--- src/rtl/sorter_share_arbiter.sv ---
// rtl/sorter_share_arbiter.sv - round-robin share of one pipelined sorter among R requesters
// Optional per-requester grant counters: define SORTER_SHARE_ARB_STATS_EN.

module sorter_share_arbiter #(
   parameter int N   = 4,
   parameter int M   = 4,
   parameter int R   = 2,
   parameter int LAT = 2,
   localparam int IW = (R > 1) ? $clog2(R) : 1,
   localparam int VW = M * N
) (
   input  logic            Clk,
   input  logic            Reset,
   input  logic [R-1:0]    ReqValid,
   output logic [R-1:0]    ReqReady,
   input  logic [R*VW-1:0] ReqX,
   output logic [VW-1:0]   SortX,
   input  logic [VW-1:0]   SortY,
   output logic            RspValid,
   output logic [IW-1:0]   RspId,
   output logic [VW-1:0]   RspY,
   input  logic            Flush,
   output logic            FlushDone,
   output logic            Idle
`ifdef SORTER_SHARE_ARB_STATS_EN
   ,
   output logic [R*16-1:0] GrantCnt
`endif
);

   typedef enum logic [1:0] {RUN, DRAIN, DONE} state_t;

   localparam logic [IW:0] R_W = (IW+1)'(R);

   state_t          state, state_nxt;
   logic [IW-1:0]   rr_ptr;
   logic            grant_found;
   logic [IW-1:0]   grant_idx;
   logic [VW-1:0]   grant_x;
   logic            fire;
   logic            pipe_busy_nxt;
   logic            tag_valid [LAT+1];
   logic [IW-1:0]   tag_id    [LAT+1];

   always_comb begin : arbitrate
      logic [IW:0] cand;
      grant_found = 1'b0;
      grant_idx   = '0;
      grant_x     = '0;
      cand        = '0;
      for (int k = 0; k < R; k++) begin
         cand = {1'b0, rr_ptr} + (IW+1)'(k);
         if (cand >= R_W) cand = cand - R_W;
         if (!grant_found && ReqValid[cand[IW-1:0]]) begin
            grant_found = 1'b1;
            grant_idx   = cand[IW-1:0];
         end
      end
      for (int r = 0; r < R; r++) begin
         if (grant_idx == IW'(r)) grant_x = ReqX[r*VW +: VW];
      end
   end

   assign fire = (state == RUN) && grant_found;

   always_comb begin
      state_nxt     = state;
      ReqReady      = '0;
      FlushDone     = 1'b0;
      // occupancy of the tag pipe as it will be after this cycle's shift
      pipe_busy_nxt = fire;
      for (int i = 0; i < LAT; i++) begin
         if (tag_valid[i]) pipe_busy_nxt = 1'b1;
      end
      case (state)
         RUN: begin
            if (grant_found) ReqReady[grant_idx] = 1'b1;
            if (Flush) state_nxt = DRAIN;
         end
         DRAIN: begin
            if (!pipe_busy_nxt) state_nxt = DONE;
         end
         DONE: begin
            FlushDone = 1'b1;
            if (!Flush) state_nxt = RUN;
         end
         default: state_nxt = RUN;
      endcase
   end

   always_ff @(posedge Clk) begin
      if (Reset) begin
         state  <= RUN;
         rr_ptr <= '0;
         SortX  <= '0;
         for (int i = 0; i <= LAT; i++) begin
            tag_valid[i] <= 1'b0;
            tag_id[i]    <= '0;
         end
      end else begin
         state <= state_nxt;
         if (fire) begin
            rr_ptr <= (grant_idx == IW'(R-1)) ? '0 : grant_idx + 1'b1;
            SortX  <= grant_x;
         end
         tag_valid[0] <= fire;
         tag_id[0]    <= grant_idx;
         for (int i = 1; i <= LAT; i++) begin
            tag_valid[i] <= tag_valid[i-1];
            tag_id[i]    <= tag_id[i-1];
         end
      end
   end

   assign RspValid = tag_valid[LAT];
   assign RspId    = tag_id[LAT];
   assign RspY     = SortY;

   always_comb begin
      Idle = 1'b1;
      for (int i = 0; i <= LAT; i++) begin
         if (tag_valid[i]) Idle = 1'b0;
      end
   end

`ifdef SORTER_SHARE_ARB_STATS_EN
   logic [15:0] grant_cnt [R];

   always_ff @(posedge Clk) begin
      for (int r = 0; r < R; r++) begin
         if (Reset || (state == DONE && Flush)) begin
            grant_cnt[r] <= '0;
         end else if (fire && grant_idx == IW'(r) && grant_cnt[r] != 16'hFFFF) begin
            grant_cnt[r] <= grant_cnt[r] + 16'd1;
         end
      end
   end

   for (genvar r = 0; r < R; r++) begin : g_cnt_out
      assign GrantCnt[r*16 +: 16] = grant_cnt[r];
   end
`endif

endmodule
--- config.mk ---
export PLATFORM = sky130hd
export DESIGN_NAME = sorter_share_arbiter
export DESIGN_NICKNAME = d
export VERILOG_FILES = /design/src/rtl/sorter_share_arbiter.sv
export SDC_FILE = /design/constraint.sdc
export NUM_CORES = 1
export LEC_CHECK = 0
export CAP_MARGIN = 25
export CORE_UTILIZATION = 37
export CTS_CLUSTER_SIZE = 25
export DETAILED_ROUTE_END_ITERATION = 7
export GPL_ROUTABILITY_DRIVEN = 0
export PLACE_DENSITY = 0.94
export SETUP_SLACK_MARGIN = 0.02
export SYNTH_ARGS = -nofsm -noshare
export SYNTH_HDL_FRONTEND = slang
export SYNTH_SLANG_ARGS = --single-unit
--- constraint.sdc ---
create_clock -name Clk -period 2.2 [get_ports Clk]
set_clock_uncertainty 0.1 [all_clocks]
set_input_delay 0.22 -clock Clk [delete_from_list [all_inputs] [get_ports Clk]]
set_output_delay 0.22 -clock Clk [all_outputs]
set_load 0.1 [all_outputs]
==> impl_metrics.tcl, run 1 <==
set metrics [dict create \
    status "finished, final reports clean" \
    fin_util_pct 53.2 \
    post_cts_resized 0 \
    synth_edf_count 0 \
    die-area_mm2 0.00374 \
    synth.area.top_cells "dfxtp_1 (39%), a311oi_2 (12%), buf_4 (9.3%)" \
    globalRoute.totalOverflow 0 \
    remaining_drc_errors 0 \
    syn-instance-count 144 \
    rows 21 \
    grt_antenna_before_repair 0 \
    period_minus_slack_ns 2.04 \
    gr-usage-all-layers_pct 17.6 \
    cp-start-kind "register" \
    cp.required_ns 1.88 \
    ys.flop_type "dfxtp_1" \
    drt_iter0_markers 45 \
    grt_pass1_vias 1114 \
    synth_compound_area_share_pct 30.7 \
    antenna_cells 0 \
    routed_via_density 5.37 \
    worstMarginPinSlew_ns 0.472 \
    synthTopCellsByCount "dfxtp_1 (25), a21oi_1 (18), buf_4 (16), nand3_1 (16), o21ai_0 (16)" \
    die_w_um 61.2 \
    synth.most_common_cell "dfxtp_1" \
    ir_worst_vdd_mv 0.256 \
    synth_largest_area_cell "dfxtp_1" \
    critPathKind "reg2out" \
    io-pin-count 91 \
    final_hold_viol_count 0 \
    synth_xor_area_share_pct 0 \
    placed_cell_area_mm2 0.00175 \
    die_y_um 61.2 \
    coreArea_mm2 0.00334 \
    clk_path_buf_depth 2 \
    htreeDepth 1 \
    synthSimpleGateAreaFrac_pct 14.5 \
    syn_to_final_growth_pct 37.2 \
    syn_area_mm2 0.00129 \
    cts_buffers 3 \
    syn-num-nets 197 \
    fmax_ghz 0.490 \
    synth.top_cell.area_share_pct 38.6 \
    portBuffers 58 \
    cts_root_buf "clkbuf_4" \
    wl_per_cell_um 14.2 \
    worstPathMaxFanout 11 \
    seq_area_frac_synth_pct 38.6 \
    stdcell_area_mm2 0.00178 \
    async_flop_share_pct 0 \
    p_per_area_mw_per_mm2 830 \
    clock_latency_ns 0.33 \
    vias 1224 \
    syn_area_per_cell_um2 8.99 \
    min_period_over_period_pct 92.8 \
    ys_warn_count 0 \
    max_slew_margin_pct 68.5 \
    slew_viol_final 0 \
    maxCapViolCount 0 \
    synth_top_family_by_area "compound AO/OA/AOI/OAI gates" \
    wirelength_um 3240 \
    dp_hpwl_um 2360 \
    critPathArrivalTime_ns 1.72 \
    crit_path_end_kind "primary output" \
    nNetsFinal 236 \
    postRouteAntennaNets 0 \
    hold_class "in2out" \
    cts_setup_buffers 0 \
    whs_path_depth 0 \
    layout-drive-gt1-share_pct 25.8 \
    p_total_w 0.00147 \
    cts_num_sinks 25 \
    synth_cell_types 24 \
    initial_core_util_pct 38.8 \
    rsz0062_at_grt "false" \
    grt_pass1_wl_um 4850 \
    muxShareOfSynthArea_pct 0 \
    p_leak_nw 0.665 \
    drt_pre_antenna_iters 4 \
    clkTransAtPathRegs_ns 0.14 \
    r2r_cells 4 \
    cts_tree "done" \
    setup_viol_count_final 0 \
    grt_max_degree 26 \
    ys_seq_elements 25 \
    synthAdderAreaFrac_pct 0 \
    cts_hold_buf 0 \
]
[worst max-delay path: stages, from the launching register on]
cell and delay (ns):
dfxtp_1 0.38, nor2_2 0.41, nand2_1 0.19, a21oi_2 0.21, buf_12 0.20
[per-layer routing]
metal  routed length (um)  GRT usage, %  up-vias
met5                    0             0        -
met4                   65          10.4        0
met3                  210          3.36        9
met2                 1710          31.4       55
met1                 1260          19.3      573
li1                     -             -      587
[power breakdown]
group / switching [W] / leakage, nW / total [W] / internal, W
clock network: 0.000143 / 0.0177 / 0.000212 / 0.0000683
logic: 0.000515 / 0.440 / 0.000726 / 0.000211
registers: 0.0000323 / 0.207 / 0.000537 / 0.000504
[path summary, 6_finish.rpt]
kind | slack, ns | startpoint | to
setup / recovery | 0.16 | state[0] | ReqReady[0]
hold / removal | 0.34 | SortY[11] | RspY[11]
setup reg to reg | 0.62 | state[0] | SortX[9]
hold reg to reg | 0.35 | tag_id[0][1] | tag_id[0][2]
[per-stage QoR]
stage	TNS (ns)	setup WS (ns)	cells	hold slack [ns]
finish	0	0.157	228	0.340
global route	0	0.0540	228	0.340
CTS	0	0.176	228	0.341
detailed placement	0	0.321	224	0.328
global placement	0	0.386	224	0.317
floorplan	-0.0607	-0.0607	144	0.192
[logic make-up after synthesis]
logic type             Yosys count
flip-flops                      25
AND/OR/NAND/NOR                 36
AO/OA/AOI/OAI                   53
buffers and inverters           30
[state kept, by name, summed over array words and instances, names as in the netlist]
name,flops
state,2
SortX,16
rr_ptr,1
tag_valid,3
tag_id,3
[layout make-up]
class,instances,area (um2)
Clock buffer,3,22.5
Timing Repair Buffer,63,588
Sequential cell,25,500
Tap cell,46,57.6
Clock inverter,1,5.00
Inverter,1,3.75
Multi-Input combinational cell,89,599
Fill cell,312,1560
[layout by cell type (no fill, tap or decap), drive strengths merged]
cell | netlist | final
a2111oi | 1 | 1
a21oi | 18 | 18
a22oi | 1 | 1
a311oi | 17 | 17
and2 | 1 | 1
and2b | 1 | 1
buf | 24 | 27
clkbuf | 5 | 3
clkdlybuf4s50 | 0 | 36
clkinv | 0 | 1
dfxtp | 25 | 25
inv | 1 | 1
nand2 | 2 | 2
nand3 | 16 | 16
nor2 | 7 | 7
nor2b | 5 | 5
nor3 | 2 | 2
o21ai | 16 | 16
or2 | 1 | 1
or2b | 1 | 1
(Power assumes the default switching activity.)
==> run 2: changes to the inputs <==
Settings changed: CTS_CLUSTER_SIZE 25 to default.
==> results of run 2 <==
The final DEF is identical to that of run 1; final timing and power are the same.
